**config.mk**
```make
export PLATFORM = sky130hd
export DESIGN_NAME = bit_packer
export DESIGN_NICKNAME = d
export VERILOG_FILES = /design/src/rtl/bit_packer_pkg.sv /design/src/rtl/bit_packer_oreg.sv /design/src/rtl/bit_packer.sv
export SDC_FILE = /design/constraint.sdc
export NUM_CORES = 1
export LEC_CHECK = 0
export ABC_AREA = 1
export CAP_MARGIN = 20
export CORE_ASPECT_RATIO = 0.6
export CORE_MARGIN = 2
export CORE_UTILIZATION = 46
export DETAILED_ROUTE_END_ITERATION = 6
export PLACE_DENSITY = 0.72
export SETUP_SLACK_MARGIN = 0.2
export SYNTH_ARGS = -nofsm -noshare
export SYNTH_HDL_FRONTEND = slang
export SYNTH_SLANG_ARGS = --single-unit
```
**constraint.sdc**
```tcl
create_clock -name clk -period 10 [get_ports clk]
set_clock_uncertainty 0.1 [all_clocks]
set_input_delay 2.5 -clock clk [delete_from_list [all_inputs] [get_ports clk]]
set_output_delay 2.5 -clock clk [all_outputs]
set_load 0.05 [all_outputs]
```
**src/rtl/bit_packer_pkg.sv**
```systemverilog
// Shared definitions for the variable-length bit packer: default widths,
// FSM state encoding and counter-width helper.
package bit_packer_pkg;

    localparam int DEF_IN_W  = 64;
    localparam int DEF_OUT_W = 64;

    typedef logic [0:0] state_t;

    localparam state_t ST_RUN   = 1'b0;
    localparam state_t ST_FLUSH = 1'b1;

    // Bits needed to hold a count in the range 0..max_val.
    function automatic int cnt_width(input int max_val);
        return $clog2(max_val + 1);
    endfunction

endpackage

```
**src/rtl/bit_packer_oreg.sv**
```systemverilog
// Single-entry output register for the bit packer: holds a packed word with
// its bit count and last flag until the downstream side accepts it.
module bit_packer_oreg
    import bit_packer_pkg::*;
#(
    parameter int W  = DEF_OUT_W,
    parameter int BW = cnt_width(DEF_OUT_W)
) (
    input  logic          clk,
    input  logic          rst,
    input  logic          load,
    input  logic [W-1:0]  ld_data,
    input  logic [BW-1:0] ld_bits,
    input  logic          ld_last,
    input  logic          out_ready,
    output logic          out_valid,
    output logic [W-1:0]  out_data,
    output logic [BW-1:0] out_bits,
    output logic          out_last
);

    logic          valid_q, valid_d;
    logic [W-1:0]  data_q, data_d;
    logic [BW-1:0] bits_q, bits_d;
    logic          last_q, last_d;

    // The caller only asserts load when the slot is empty or draining this
    // cycle, so a load always wins over the clear from a handshake.
    always_comb begin
        valid_d = valid_q;
        data_d  = data_q;
        bits_d  = bits_q;
        last_d  = last_q;
        if (load) begin
            valid_d = 1'b1;
            data_d  = ld_data;
            bits_d  = ld_bits;
            last_d  = ld_last;
        end else if (valid_q && out_ready) begin
            valid_d = 1'b0;
        end
    end

    always_ff @(posedge clk or posedge rst) begin
        if (rst) begin
            valid_q <= 1'b0;
            data_q  <= '0;
            bits_q  <= '0;
            last_q  <= 1'b0;
        end else begin
            valid_q <= valid_d;
            data_q  <= data_d;
            bits_q  <= bits_d;
            last_q  <= last_d;
        end
    end

    assign out_valid = valid_q;
    assign out_data  = data_q;
    assign out_bits  = bits_q;
    assign out_last  = last_q;

endmodule

```
**src/rtl/bit_packer.sv**
```systemverilog
// Variable-length bit packer: concatenates 1..IN_W-bit fragments LSB-first
// into OUT_W-bit words and flushes a zero-padded tail word at message end.
module bit_packer
    import bit_packer_pkg::*;
#(
    parameter int  IN_W  = DEF_IN_W,
    parameter int  OUT_W = DEF_OUT_W,
    localparam int IB_W  = cnt_width(IN_W),
    localparam int OB_W  = cnt_width(OUT_W),
    localparam int ACC_W = IN_W + OUT_W
) (
    input  logic             clk,
    input  logic             rst,
    input  logic [IN_W-1:0]  in_data,
    input  logic [IB_W-1:0]  in_bits,
    input  logic             in_valid,
    input  logic             in_last,
    output logic             in_ready,
    output logic [OUT_W-1:0] out_data,
    output logic [OB_W-1:0]  out_bits,
    output logic             out_last,
    output logic             out_valid,
    input  logic             out_ready,
    output logic             err
);

    localparam int              FW      = cnt_width(ACC_W);
    localparam logic [FW-1:0]   OUT_W_F = FW'(OUT_W);
    localparam logic [IB_W-1:0] IN_W_B  = IB_W'(IN_W);

    logic [ACC_W-1:0] acc_q, acc_d;
    logic [FW-1:0]    fill_q, fill_d;
    state_t           state_q, state_d;
    logic             err_q, err_d;

    logic             fill_ge;
    logic             has_word;
    logic             emit;
    logic             emit_last;
    logic [FW-1:0]    emit_bits;
    logic             in_ready_c;
    logic             accept;
    logic             bits_legal;
    logic [ACC_W-1:0] acc_post;
    logic [FW-1:0]    fill_post;
    logic [ACC_W-1:0] mask;
    logic [ACC_W-1:0] frag;

    always_comb begin
        fill_ge    = (fill_q >= OUT_W_F);
        has_word   = fill_ge || ((state_q == ST_FLUSH) && (fill_q != '0));
        emit       = has_word && (!out_valid || out_ready);
        emit_bits  = fill_ge ? OUT_W_F : fill_q;
        emit_last  = (state_q == ST_FLUSH) && (fill_q <= OUT_W_F);
        in_ready_c = (state_q == ST_RUN) && (!fill_ge || emit);
        accept     = in_valid && in_ready_c;
        bits_legal = (in_bits != '0) && (in_bits <= IN_W_B);

        // Emission is applied first so an accepted fragment lands right
        // after whatever bits remain once the outgoing word is removed.
        acc_post   = emit ? (acc_q >> OUT_W) : acc_q;
        fill_post  = emit ? (fill_q - emit_bits) : fill_q;
        mask       = ~({ACC_W{1'b1}} << in_bits);
        frag       = ACC_W'(in_data) & mask;

        acc_d  = acc_post;
        fill_d = fill_post;
        if (accept && bits_legal) begin
            acc_d  = acc_post | (frag << fill_post);
            fill_d = fill_post + FW'(in_bits);
        end

        err_d = accept && !bits_legal;

        state_d = state_q;
        if (state_q == ST_RUN) begin
            if (accept && in_last) begin
                state_d = ST_FLUSH;
            end
        end else if ((fill_q == '0) || (emit && emit_last)) begin
            state_d = ST_RUN;
        end
    end

    always_ff @(posedge clk or posedge rst) begin
        if (rst) begin
            acc_q   <= '0;
            fill_q  <= '0;
            state_q <= ST_RUN;
            err_q   <= 1'b0;
        end else begin
            acc_q   <= acc_d;
            fill_q  <= fill_d;
            state_q <= state_d;
            err_q   <= err_d;
        end
    end

    bit_packer_oreg #(
        .W  (OUT_W),
        .BW (OB_W)
    ) u_oreg (
        .clk       (clk),
        .rst       (rst),
        .load      (emit),
        .ld_data   (acc_q[OUT_W-1:0]),
        .ld_bits   (OB_W'(emit_bits)),
        .ld_last   (emit_last),
        .out_ready (out_ready),
        .out_valid (out_valid),
        .out_data  (out_data),
        .out_bits  (out_bits),
        .out_last  (out_last)
    );

    assign in_ready = in_ready_c;
    assign err      = err_q;

endmodule

```
== Word level (Yosys, flattened, before mapping) ==
Index checks and enable logic that the tools add are counted.
Cells by class
  reductions and logical operators: 22
  muxes and demuxes: 10
  add/subtract/negate cells: 2
  bitwise operators: 4
  shift-type cells: 2
  order comparisons: 3
Operator list (count)
  $mux W128: 2
  $and A64 B128 Y128: 1
  $not A128 Y128: 1
  $or A128 B128 Y128: 1
  $shl A128 B7 Y128 const A: 1
  $shl A128 B8 Y128: 1
  $mux W8: 3
  $logic_and A1 B1 Y1: 11
  $add A8 B7 Y8: 1
  $ge A8 B7 Y1 const B: 1
  $le A8 B7 Y1 const B: 1
  $logic_not A8 Y1: 1
  $reduce_bool A8 Y1: 1
  $sub A8 B8 Y8: 1
  $le A7 B7 Y1 const B: 1
  $reduce_bool A7 Y1: 1
  $mux W1: 5
  $logic_or A1 B1 Y1: 4
  $logic_not A1 Y1: 3
  $reduce_bool A2 Y1: 1
  $not A1 Y1: 1
Word-level totals
  logic and storage cells: 51
  output and inout port bits: 75
  input bits: 76
  flip-flop bits (word level): 211

== Logic depth before layout (Yosys ltp) ==
  depth after elaboration: 10
  depth in mapped cells: 20
  depth with buffers taken out: 19

== Hierarchy ==
From an unflattened synthesis, not the netlist that was laid out.
Unflattened totals
  cells, all modules: 2504
  area total of the unflattened synthesis: 15686.3 sq um
By module, submodules not included
  bit_packer: cells an instance 2195, area an instance 12897.4 sq um, times used 1, sequential area each 3453.3 sq um
  bit_packer_oreg: cells an instance 309, area an instance 2788.9 sq um, times used 1, sequential area each 1826.8 sq um

== Least setup slack after synthesis ==
OpenSTA, ideal clock, no wires.
  kind: input to output
  start point: input out_ready
  end point: output in_ready
  arrival time: 3.507 ns
  slack: 3.893 ns
  cell stages on the path: 4
  data required time: 7.400 ns
  buffers on the path: 1
  path through: or2_0 buf_2 nor2_1 nor2_1
On the way
  longest elaborated chain between the ends: 4
RTL lines
  start: declaration: line bit_packer.sv:23  | input logic out_ready,
  $logic_or A1 B1 Y1: line bit_packer.sv:52  | emit = has_word && (!out_valid || out_ready);
  $logic_and A1 B1 Y1: line bit_packer.sv:52
  $logic_or A1 B1 Y1: line bit_packer.sv:55  | in_ready_c = (state_q == ST_RUN) && (!fill_ge || emit);
  $logic_and A1 B1 Y1: line bit_packer.sv:55
  end: declaration: line bit_packer.sv:18  | output logic in_ready,
No other way between the ends.

== Final worst setup path ==
Same ends and word-level chain as after synthesis.

==> results.yml <==
outcome:
  status: "finished, violations left"
  violations: "DRC"
synthesis:
  synth_top_family_by_area: "simple AND/OR/NAND/NOR gates"
  synth_top_area_share_pct: 34.09
  synth_top_area_cell: "dfrtp_1"
  ys_types: 41
  synthCells: 2488
  synth_compound_area_share_pct: 9.226
  yosysWarnings: 0
  avgSynthCellArea_um2: 6.225
  yosys.area_share.adder_pct: 0.9371
  yosys-top-cells-area: "dfrtp_1 34%, nand2_1 23%, nand3_1 21%"
  ys_seq_elements: 211
  yosysSeqAreaShare_pct: 34.09
  synthMuxAreaShare_pct: 0
  synth_xor_area_share_pct: 0.4524
  yosys.area_share.simple_pct: 47.04
  synth_area_um2: 15490
  syn_nets: 2575
route:
  wire_per_inst_um: 22.72
  dr_total_vias: 17830
  drt_iter0_markers: 2809
  drc: 11
  drt_first_pass_iters: 7
  viasPerCell: 5.977
  wirelength_um: 67780
  antenna_left: 0
floorplanning:
  num_io_pins: 151
  coreArea_um2: 32800
  die_y_um: 146.1
  dieArea_um2: 35200
  initial_core_util_pct: 47.22
  dieWidth_um: 240.9
  rows: 51
cells_and_area:
  utilization_pct: 54.01
  areaGrowthSynthToFinish_pct: 14.37
  diodes: 0
  final_nets: 2605
  final_cells: 2983
  drive_gt1_share_pct: 3.869
place:
  port_buffers: 150
  hpwl_um: 50390
  preCtsSetupSlack_ns: 2.757
  gp_congestion: 1.075
  placed_cells: 2944
timing:
  tightestPinTransition_ns: 1.135
  max_slew_margin_pct: 24.35
  max_freq_mhz: 138.4
  min_period_over_period_pct: 72.27
  hold_viol: 0
  worst_slack_ns: 2.773
  slew_viol_final: 0
  rsz0062_at_grt: "no"
  period_needed_ns: 7.227
  setup_viol: 0
  setup-tns-final_ns: 0
global_routing:
  grt_pass1_vias: 16019
  antenna_found_initial: 3
  grt_max_degree: 130
  grt_first_pass_wirelength_um: 101100
  grt_usage_pct: 38.13
  grt_overflow: 0
clock_network:
  clk_pin_slew_ns: 0.06
  cts_tree: "yes"
  cts.repair.resized: 0
  clock_path_buffers: 3
  clock_sinks: 211
  cts_hold_buf: 0
  clockRootBuffer: "clkbuf_16"
  clk_latency_ns: 0.54
  cts_max_level: 1
  postCtsSetupBuffers: 0
  cts_made_buffers: 21
critical_path:
  required_ns: 7.40
  cpPeakStageDelay_ns: 0.82
  critPathKind: "in -> out"
  crit_family: "buffers and inverters"
  cp.depth: 5
  critPathBufInv: 2
  worstPathCellList: "clkdlybuf4s50_1, or2_0, nor2_1, nor2_1, clkdlybuf4s50_1"
  worstRegToRegCells: 20
  worstPathArrival_ns: 4.63
  setup.worst_path.start_class: "primary input"
  cpMaxStageDelayCell: "clkdlybuf4s50_1"
  cp_max_fo: 8
  cp-end-kind: "output pin"
min_path:
  whs_path_depth: 2
  min_path_type: "reg -> reg"
run:
  timing.max_cap.violations: 0
[metrics by stage]
step / area (um^2) / hold slack [ns]
final: 17710 / 0.3747
after global routing: 17710 / 0.3962
after CTS: 17690 / 0.3779
after detailed placement: 17030 / 0.3604
after global placement: 17030 / 0.3577
after floorplan: 15490 / 0.3437
[synth_stat cells]
cell type  count
a21boi_0      17
a21oi_1       25
a21oi_2        1
a31oi_1        1
a32o_1         1
and2_0         1
and3_1         1
buf_1         27
buf_2         53
buf_4          6
buf_6          4
clkbuf_1      78
clkinv_1       1
conb_1         2
dfrtp_1      211
fa_1           1
ha_1          10
inv_1        123
inv_2         15
nand2_1      943
nand2_2        7
nand2_4        3
nand3_1      646
nand3_2        1
nand3b_1       1
nand4_1       12
nand4_4        1
nor2_1        68
nor2_2         2
nor2_4         3
o211ai_1       6
o21a_1         8
o21ai_0      166
o21ai_1       19
o21ai_2        2
o221ai_1       3
o31ai_1        9
o41ai_1        1
or2_0          1
xnor2_1        3
xor2_1         5
[kinds of logic after synthesis]
kind of cell / after synthesis
AND/OR/NAND/NOR: 1690
buffers and inverters: 307
AO/OA/AOI/OAI: 259
flip-flops: 211
adder cells (fa/ha/maj): 11
XOR/XNOR: 8
other: 2
[worst register-to-register path: stages, from the launching register on]
cell	delay, ns
dfrtp_2	0.39
buf_4	0.30
inv_1	0.17
nand2_1	0.09
nor2_1	0.14
nand2_2	0.12
nand2_2	0.10
nand2_4	0.08
nand2_8	0.43
buf_4	0.66
nand2_1	0.14
nand2_2	0.09
buf_4	0.56
nand2_1	0.40
nand3_1	0.27
nand2_1	0.11
nand2_1	0.12
nand4_1	0.38
nand3_1	0.23
nand2_1	0.07
nand2_1	0.06
[path summary, 6_finish.rpt]
| kind | start | to | slack, ns |
|---|---|---|---|
| max | out_ready | in_ready | 2.77 |
| min | acc_q[82]$_DFF_PP0_ | acc_q[82]$_DFF_PP0_ | 0.37 |
| max reg2reg | fill_q[0]$_DFF_PP0_ | acc_q[110]$_DFF_PP0_ | 4.90 |
| min reg2reg | acc_q[82]$_DFF_PP0_ | acc_q[82]$_DFF_PP0_ | 0.37 |
| max in group asynchronous | rst | fill_q[2]$_DFF_PP0_ | 6.19 |
| min in group asynchronous | rst | u_oreg.out_data[22]$_DFFE_PP0P_ | 2.44 |
[area by class of cell]
cell class / instances / area [um^2]
inverters: 139 / 529.3
clock buffers: 29 / 595.6
repair buffers: 175 / 1722
flip-flops and latches: 211 / 5281
fillers: 3324 / 15090
multi-input cells: 1970 / 8957
clock inverters: 9 / 65.06
well taps: 450 / 563.0
[per-layer routing]
layer | global-route usage (%) | up-vias | wire length, um
li1 | - | 8253 | -
met5 | 0 | - | 27
met2 | 51.48 | 1134 | 26270
met1 | 58.79 | 8326 | 30940
met3 | 12.04 | 113 | 9131
met4 | 7.346 | 4 | 1419
[sequential cells by signal, summed over array words and instances, names as in the netlist]
name              cells
acc_q               128
u_oreg.out_data      64
fill_q                8
u_oreg.out_bits       7
err                   1
state_q               1
u_oreg.out_last       1
u_oreg.out_valid      1
[placed cells by master (no fill, tap or decap), types with 3 or more instances in the layout]
cell type	count
a21boi_0	17
a21oi_1	25
buf_4	23
clkbuf_1	4
clkbuf_16	21
clkbuf_8	4
clkdlybuf4s50_1	150
clkinv_2	4
dfrtp_1	210
ha_1	10
inv_1	122
inv_2	15
nand2_1	941
nand2_2	9
nand3_1	646
nand4_1	12
nor2_1	68
nor2_4	3
o211ai_1	6
o21a_1	8
o21ai_0	166
o21ai_1	19
o221ai_1	3
o31ai_1	9
xnor2_1	3
xor2_1	5
Power is not shown: default switching activity piles up to over one toggle a cycle in this logic, so the estimate is an artifact.
